File: src/rtl/csr_file_irq_pkg.sv
// csr_file_irq_pkg: CSR addresses, op encodings, interrupt cause codes and mstatus layout shared by the CSR file.
package csr_file_irq_pkg;
  localparam logic [11:0] CSR_MSTATUS   = 12'h300;
  localparam logic [11:0] CSR_MIE       = 12'h304;
  localparam logic [11:0] CSR_MTVEC     = 12'h305;
  localparam logic [11:0] CSR_MSCRATCH  = 12'h340;
  localparam logic [11:0] CSR_MEPC      = 12'h341;
  localparam logic [11:0] CSR_MCAUSE    = 12'h342;
  localparam logic [11:0] CSR_MIP       = 12'h344;
  localparam logic [11:0] CSR_MHARTID   = 12'hF14;
  localparam logic [11:0] CSR_MCYCLE    = 12'hB00;
  localparam logic [11:0] CSR_MINSTRET  = 12'hB02;
  localparam logic [11:0] CSR_MCYCLEH   = 12'hB80;
  localparam logic [11:0] CSR_MINSTRETH = 12'hB82;
  typedef enum logic [1:0] {OP_RW = 2'b00, OP_RS = 2'b01, OP_RC = 2'b10, OP_NONE = 2'b11} csr_op_e;
  localparam int CAUSE_MSI  = 3;
  localparam int CAUSE_MTI  = 7;
  localparam int CAUSE_MEI  = 11;
  localparam int CAUSE_PLAT = 16;
  localparam int MSTATUS_MIE  = 3;
  localparam int MSTATUS_MPIE = 7;
  localparam logic [1:0] MSTATUS_MPP = 2'b11;
  function automatic logic [31:0] csr_apply(input csr_op_e op, input logic [31:0] old, input logic [31:0] wdata);
    return op == OP_RW ? wdata : op == OP_RS ? (old | wdata) : (old & ~wdata);
  endfunction
endpackage

File: src/rtl/csr_irq_arb.sv
// csr_irq_arb: synchronises interrupt lines into mip and picks the highest-priority enabled pending interrupt.
module csr_irq_arb
  import csr_file_irq_pkg::*;
#(
  parameter int NUM_IRQ = 4
) (
  input  logic               clk,
  input  logic               rst,
  input  logic               irq_sw,
  input  logic               irq_timer,
  input  logic               irq_ext,
  input  logic [NUM_IRQ-1:0] irq_plat,
  input  logic [31:0]        mie,
  input  logic               mie_global,
  output logic [31:0]        mip,
  output logic               irq_req,
  output logic [31:0]        irq_cause
);
  localparam int W = NUM_IRQ + 3;
  logic [W-1:0] meta, sync;
  logic [31:0] pend;
  logic [4:0] code;
  always_ff @(posedge clk) begin
    if (rst) begin
      meta <= '0;
      sync <= '0;
    end else begin
      meta <= {irq_plat, irq_ext, irq_timer, irq_sw};
      sync <= meta;
    end
  end
  always_comb begin
    mip = '0;
    mip[CAUSE_MSI] = sync[0];
    mip[CAUSE_MTI] = sync[1];
    mip[CAUSE_MEI] = sync[2];
    for (int i = 0; i < NUM_IRQ; i++) mip[CAUSE_PLAT+i] = sync[3+i];
  end
  assign pend = mip & mie;
  // Later assignments override earlier ones, so the highest priority is applied last.
  always_comb begin
    code = '0;
    for (int i = NUM_IRQ - 1; i >= 0; i--) if (pend[CAUSE_PLAT+i]) code = 5'(CAUSE_PLAT + i);
    if (pend[CAUSE_MTI]) code = 5'(CAUSE_MTI);
    if (pend[CAUSE_MSI]) code = 5'(CAUSE_MSI);
    if (pend[CAUSE_MEI]) code = 5'(CAUSE_MEI);
  end
  assign irq_req   = mie_global & |pend;
  assign irq_cause = irq_req ? {1'b1, 26'b0, code} : 32'h0;
endmodule

File: src/rtl/csr_file_irq.sv
// csr_file_irq: machine-mode CSR file with interrupt arbitration and vectored traps; CSR_COUNTERS_EN adds mcycle/minstret.
module csr_file_irq
  import csr_file_irq_pkg::*;
#(
  parameter logic [31:0] MTVEC_RESET = 32'h0000_0100,
  parameter logic [31:0] HART_ID     = 32'h0,
  parameter int          NUM_IRQ     = 4
) (
  input  logic               clk,
  input  logic               rst,
  input  logic [11:0]        csr_addr,
  input  logic [31:0]        csr_wdata,
  input  logic               csr_we,
  input  logic [1:0]         csr_op,
  output logic [31:0]        csr_rdata,
  output logic               csr_illegal,
  input  logic               trap_enter,
  input  logic [31:0]        trap_pc,
  input  logic [31:0]        trap_cause,
  input  logic               mret_exec,
  input  logic               instr_retire,
  input  logic               irq_sw,
  input  logic               irq_timer,
  input  logic               irq_ext,
  input  logic [NUM_IRQ-1:0] irq_plat,
  output logic               irq_req,
  output logic [31:0]        irq_cause,
  output logic [31:0]        trap_target,
  output logic [31:0]        mepc_out
);
  localparam logic [31:0] MIE_MASK = 32'h0000_0888 | (((32'h1 << NUM_IRQ) - 32'h1) << 16);
  logic [31:0] mtvec, mepc, mcause, mscratch, mie, mip, rdata, new_val;
  logic st_mie, st_mpie, impl, wr, csr_wr;
  csr_op_e op;
`ifdef CSR_COUNTERS_EN
  logic [63:0] mcycle, minstret;
`else
  logic unused_retire;
  assign unused_retire = instr_retire;
`endif
  assign op = csr_op_e'(csr_op);
  always_comb begin
    impl  = 1'b1;
    rdata = '0;
    case (csr_addr)
      CSR_MSTATUS:   rdata = {19'b0, MSTATUS_MPP, 3'b0, st_mpie, 3'b0, st_mie, 3'b0};
      CSR_MIE:       rdata = mie;
      CSR_MIP:       rdata = mip;
      CSR_MTVEC:     rdata = mtvec;
      CSR_MEPC:      rdata = mepc;
      CSR_MCAUSE:    rdata = mcause;
      CSR_MSCRATCH:  rdata = mscratch;
      CSR_MHARTID:   rdata = HART_ID;
`ifdef CSR_COUNTERS_EN
      CSR_MCYCLE:    rdata = mcycle[31:0];
      CSR_MCYCLEH:   rdata = mcycle[63:32];
      CSR_MINSTRET:  rdata = minstret[31:0];
      CSR_MINSTRETH: rdata = minstret[63:32];
`endif
      default:       impl = 1'b0;
    endcase
  end
  assign csr_rdata   = rdata;
  assign wr          = csr_we && (op == OP_RW || (op != OP_NONE && |csr_wdata));
  assign csr_illegal = csr_we && (!impl || (wr && (csr_addr == CSR_MHARTID || csr_addr == CSR_MIP)));
  // Traps and MRET in the same cycle swallow the CSR write entirely.
  assign csr_wr      = wr && !csr_illegal && !trap_enter && !mret_exec;
  assign new_val     = csr_apply(op, rdata, csr_wdata);
  always_ff @(posedge clk) begin
    if (rst) begin
      mtvec    <= MTVEC_RESET;
      mepc     <= '0;
      mcause   <= '0;
      mscratch <= '0;
      mie      <= '0;
      st_mie   <= 1'b0;
      st_mpie  <= 1'b0;
    end else if (trap_enter) begin
      mepc    <= trap_pc & ~32'h3;
      mcause  <= trap_cause;
      st_mpie <= st_mie;
      st_mie  <= 1'b0;
    end else if (mret_exec) begin
      st_mie  <= st_mpie;
      st_mpie <= 1'b1;
    end else if (csr_wr) begin
      case (csr_addr)
        CSR_MSTATUS: begin
          st_mie  <= new_val[MSTATUS_MIE];
          st_mpie <= new_val[MSTATUS_MPIE];
        end
        CSR_MIE:      mie      <= new_val & MIE_MASK;
        CSR_MTVEC:    mtvec    <= new_val & ~32'h2;
        CSR_MEPC:     mepc     <= new_val & ~32'h3;
        CSR_MCAUSE:   mcause   <= new_val;
        CSR_MSCRATCH: mscratch <= new_val;
        default: ;
      endcase
    end
  end
`ifdef CSR_COUNTERS_EN
  always_ff @(posedge clk) begin
    if (rst) begin
      mcycle   <= '0;
      minstret <= '0;
    end else begin
      mcycle   <= csr_wr && csr_addr == CSR_MCYCLE    ? {mcycle[63:32], new_val}
                : csr_wr && csr_addr == CSR_MCYCLEH   ? {new_val, mcycle[31:0]}
                : mcycle + 64'd1;
      minstret <= csr_wr && csr_addr == CSR_MINSTRET  ? {minstret[63:32], new_val}
                : csr_wr && csr_addr == CSR_MINSTRETH ? {new_val, minstret[31:0]}
                : minstret + 64'(instr_retire);
    end
  end
`endif
  assign trap_target = (mtvec & ~32'h3) + ((mtvec[0] && trap_cause[31]) ? {25'b0, trap_cause[4:0], 2'b0} : 32'h0);
  assign mepc_out    = mepc;
  csr_irq_arb #(.NUM_IRQ(NUM_IRQ)) u_arb (
    .clk        (clk),
    .rst        (rst),
    .irq_sw     (irq_sw),
    .irq_timer  (irq_timer),
    .irq_ext    (irq_ext),
    .irq_plat   (irq_plat),
    .mie        (mie),
    .mie_global (st_mie),
    .mip        (mip),
    .irq_req    (irq_req),
    .irq_cause  (irq_cause)
  );
endmodule
File: config.mk
export PLATFORM = sky130hd
export DESIGN_NAME = csr_file_irq
export DESIGN_NICKNAME = d
export VERILOG_FILES = /design/src/rtl/csr_file_irq_pkg.sv /design/src/rtl/csr_irq_arb.sv /design/src/rtl/csr_file_irq.sv
export SDC_FILE = /design/constraint.sdc
export NUM_CORES = 1
export LEC_CHECK = 0
export CAP_MARGIN = 10
export CORE_ASPECT_RATIO = 2
export CORE_UTILIZATION = 25
export DETAILED_ROUTE_END_ITERATION = 6
export HOLD_SLACK_MARGIN = 0.12
export PLACE_DENSITY = 0.56
export SLEW_MARGIN = 10
export SYNTH_ARGS = -nofsm -noshare
export SYNTH_HDL_FRONTEND = slang
export SYNTH_SLANG_ARGS = --single-unit
File: constraint.sdc
create_clock -name clk -period 7.05 [get_ports clk]
set_input_delay 0.705 -clock clk [delete_from_list [all_inputs] [get_ports clk]]
set_output_delay 0.705 -clock clk [all_outputs]
set_load 0.01 [all_outputs]
==> impl_metrics.ini <==
[cells_and_area]
antenna_cells = 0
fin_nets = 1469
stdcell_count = 1803
area_delta_synth_final_pct = 32.6
nFillCells = 3848
layout-drive-gt1-share_pct = 7.17
ff_latch_area_um2 = 2960
multi_input_area_um2 = 5490
finalInstanceArea_um2 = 12100

[detailed_routing]
drtIter0Drc = 1002
viasPerCell = 5.59
drc_errors = 0
routedWlPerCell_um = 23.7
final_antenna_net_count = 0
wl_um = 42700
dr.pass1.iters = 5
via_count = 10081

[worst_hold_path]
hp-start = u_arb.meta[2]
hold_end = u_arb.sync[2]
min_delay_path_depth = 1
min_path_type = reg -> reg

[logic_synthesis]
synth_xor_area_share_pct = 2.70
ys.warnings.count = 0
netlist.area_leader.share_pct = 32.6
ys_async_sr_fraction_pct = 0
synthAdderAreaFrac_pct = 1.13
synth_area_um2 = 9100
synth_top_family_by_area = compound AO/OA/AOI/OAI gates
synth_seq_cells = 148
synthTopCellsByCount = a21oi_1 (153), dfxtp_1 (148), o21ai_0 (137)
synth.distinct_cells = 65
ys_seq_area_share_pct = 32.6
synth_edf_count = 0
synth_most_common_cell = a21oi_1
synth_top_area_cell = dfxtp_1
synth_mux_area_share_pct = 4.21
synth.area.top_cells = dfxtp_1 (33%), a21oi_1 (8.4%), o21ai_0 (7.5%)
netlist_instances = 1189
synth_ff_type = dfxtp_1
synth-compound-area-share_pct = 33.1
synth-simple-area-share_pct = 17.2
avgSynthCellArea_um2 = 7.65

[floorplanning]
fp.dieW_um = 137
ios = 253
core_area_um2 = 35800
start_util_pct = 25.4
core.rowCount = 98
die_h_um = 272
dieArea_um2 = 37200

[place]
place_congestion = 0.901
dp_cells = 1771
dp_hpwl_um = 31400
placed_cell_area_um2 = 11500
port_buffers = 219

[power]
p_leak_nw = 4.19
total_power_mw = 2.05
p_per_area_nw_per_um2 = 170
ir_drop_uv = 162

[timing]
clock.fmax_ghz = 0.199
rsz0062_at_grt = false
maxSlewViolCount = 0
min_period_ns = 5.01
finalHoldViolCount = 0
maxSlewHeadroom_pct = 9.82
clock_skew_ns = 0.00914
timing_worst_slew_pin_value_ns = 1.34
tns_ns = 0
hold_slack_ns = 0.443
setup_violations = 0
finalCritPeriodShare_pct = 71.1

[critical_path]
crit-reg2reg-launch = mtvec[12]
critical_path_required_ns = 6.34
r2r_slack_ns = 4.47
r2r-end = mepc_out[12]
crit_path_end_kind = output pin
r2r_cells = 6
worstPathArrival_ns = 4.31
crit_fanout = 7
path_class = in -> out
critPathLaunchType = input pin

[global_route]
grt_pass1_vias = 9684
antenna_found_initial = 1
grt.overflow.total = 0
track_usage_pct = 22.8
grt_max_degree = 95
grt_pass1_wl_um = 62100

[cts]
clock_path_buffers = 2
cts_root_buf = clkbuf_16
cts_inserted_buffers = 17
cts_resized = 0
hold_buffers = 0
clkSinkCount = 148
postCtsSetupBuffers = 0
path_clk_slew_ns = 0.06
insertion_delay_ns = 0.46
cts_tree = built
htreeDepth = 4

[run_status]
status = completed

[flow_run]
drv_cap = 0
where the power goes:
part | switching [mW] | internal [mW]
clock network | 0.416 | 0.457
registers | 0.0198 | 0.861
logic | 0.174 | 0.120
layer usage:
metal / track usage, % / vias to the layer above / wire length (µm)
met5: 0 / - / 14
met4: 15.8 / 2 / 2870
li1: - / 4616 / -
met1: 24.9 / 4837 / 15200
met3: 3.40 / 121 / 2650
met2: 39.8 / 505 / 22000
registers in the layout, summed over array words and instances, names as in the netlist:
register,cells
st_mie,1
u_arb.meta,7
mcause,32
mie,7
mepc_out,30
mtvec,31
mscratch,32
st_mpie,1
u_arb.sync,7
layout by cell type (no fill, tap or decap), types with 4 or more instances in the layout:
cell type          n
mux2i_1           36
clkbuf_16         17
o211ai_1           7
inv_6              6
nor2_1            20
conb_1            30
nor4_1            15
nand3_1           40
xor2_1            11
a31o_2             4
inv_1             40
nor3_1            52
o21ai_0          137
dfxtp_1          148
clkinvlp_4         4
buf_4             23
a211oi_1           4
o21ai_1           17
ha_1               5
nor2b_1           18
o31ai_2           13
a22o_1             4
nand2_1          102
a22oi_1           41
a21oi_1          153
a32oi_1            9
o31ai_1           42
nand4_1            8
nor3b_1            6
o2bb2ai_1         30
or4_1              4
xnor2_1           17
clkdlybuf4s50_1  216
or3_1              6
and3_1            11
stage by stage:
step	setup slack, ns	util, %
after floorplan	3.71	-
after global placement	2.01	32.2
after detailed placement	2.05	32.2
after CTS	2.06	33.7
after global routing	1.81	33.7
final	2.04	33.7
worst max-delay path: stages:
cell and delay [ns]:
clkdlybuf4s50_1 0.59, and3_1 0.20, ha_1 0.16, inv_1 0.05, fa_1 0.40, nor2b_1 0.12
o21a_1 0.13, o21ai_0 0.15, a21oi_1 0.62, nor3b_1 0.31, xor2_1 0.27, clkdlybuf4s50_1 0.60
cells by family (layout without fill, tap and decap cells):
family | Yosys count | in the layout
other | 1 | 30
XOR/XNOR | 28 | 28
adder cells (fa/ha/maj) | 8 | 8
AND/OR/NAND/NOR | 306 | 306
multiplexers | 38 | 38
flip-flops | 148 | 148
buffers and inverters | 179 | 314
AO/OA/AOI/OAI | 481 | 481
worst max path at each step:
stage	startpoint	end	depth (start not counted)
floorplan	csr_wdata[3]	csr_illegal	8
global placement	trap_cause[0]	trap_target[30]	12
detailed placement	trap_cause[0]	trap_target[30]	12
CTS	trap_cause[0]	trap_target[30]	12
global route	trap_cause[31]	trap_target[30]	12
finish	trap_cause[31]	trap_target[30]	12
cell type report:
class	count	area share (%)
clock inverters	15	1.01
multi-input cells	891	45.5
inverters	41	1.28
well taps	450	4.67
repair buffers	241	19.4
clock buffers	17	3.53
flip-flops and latches	148	24.6
(Power assumes the default switching activity.)
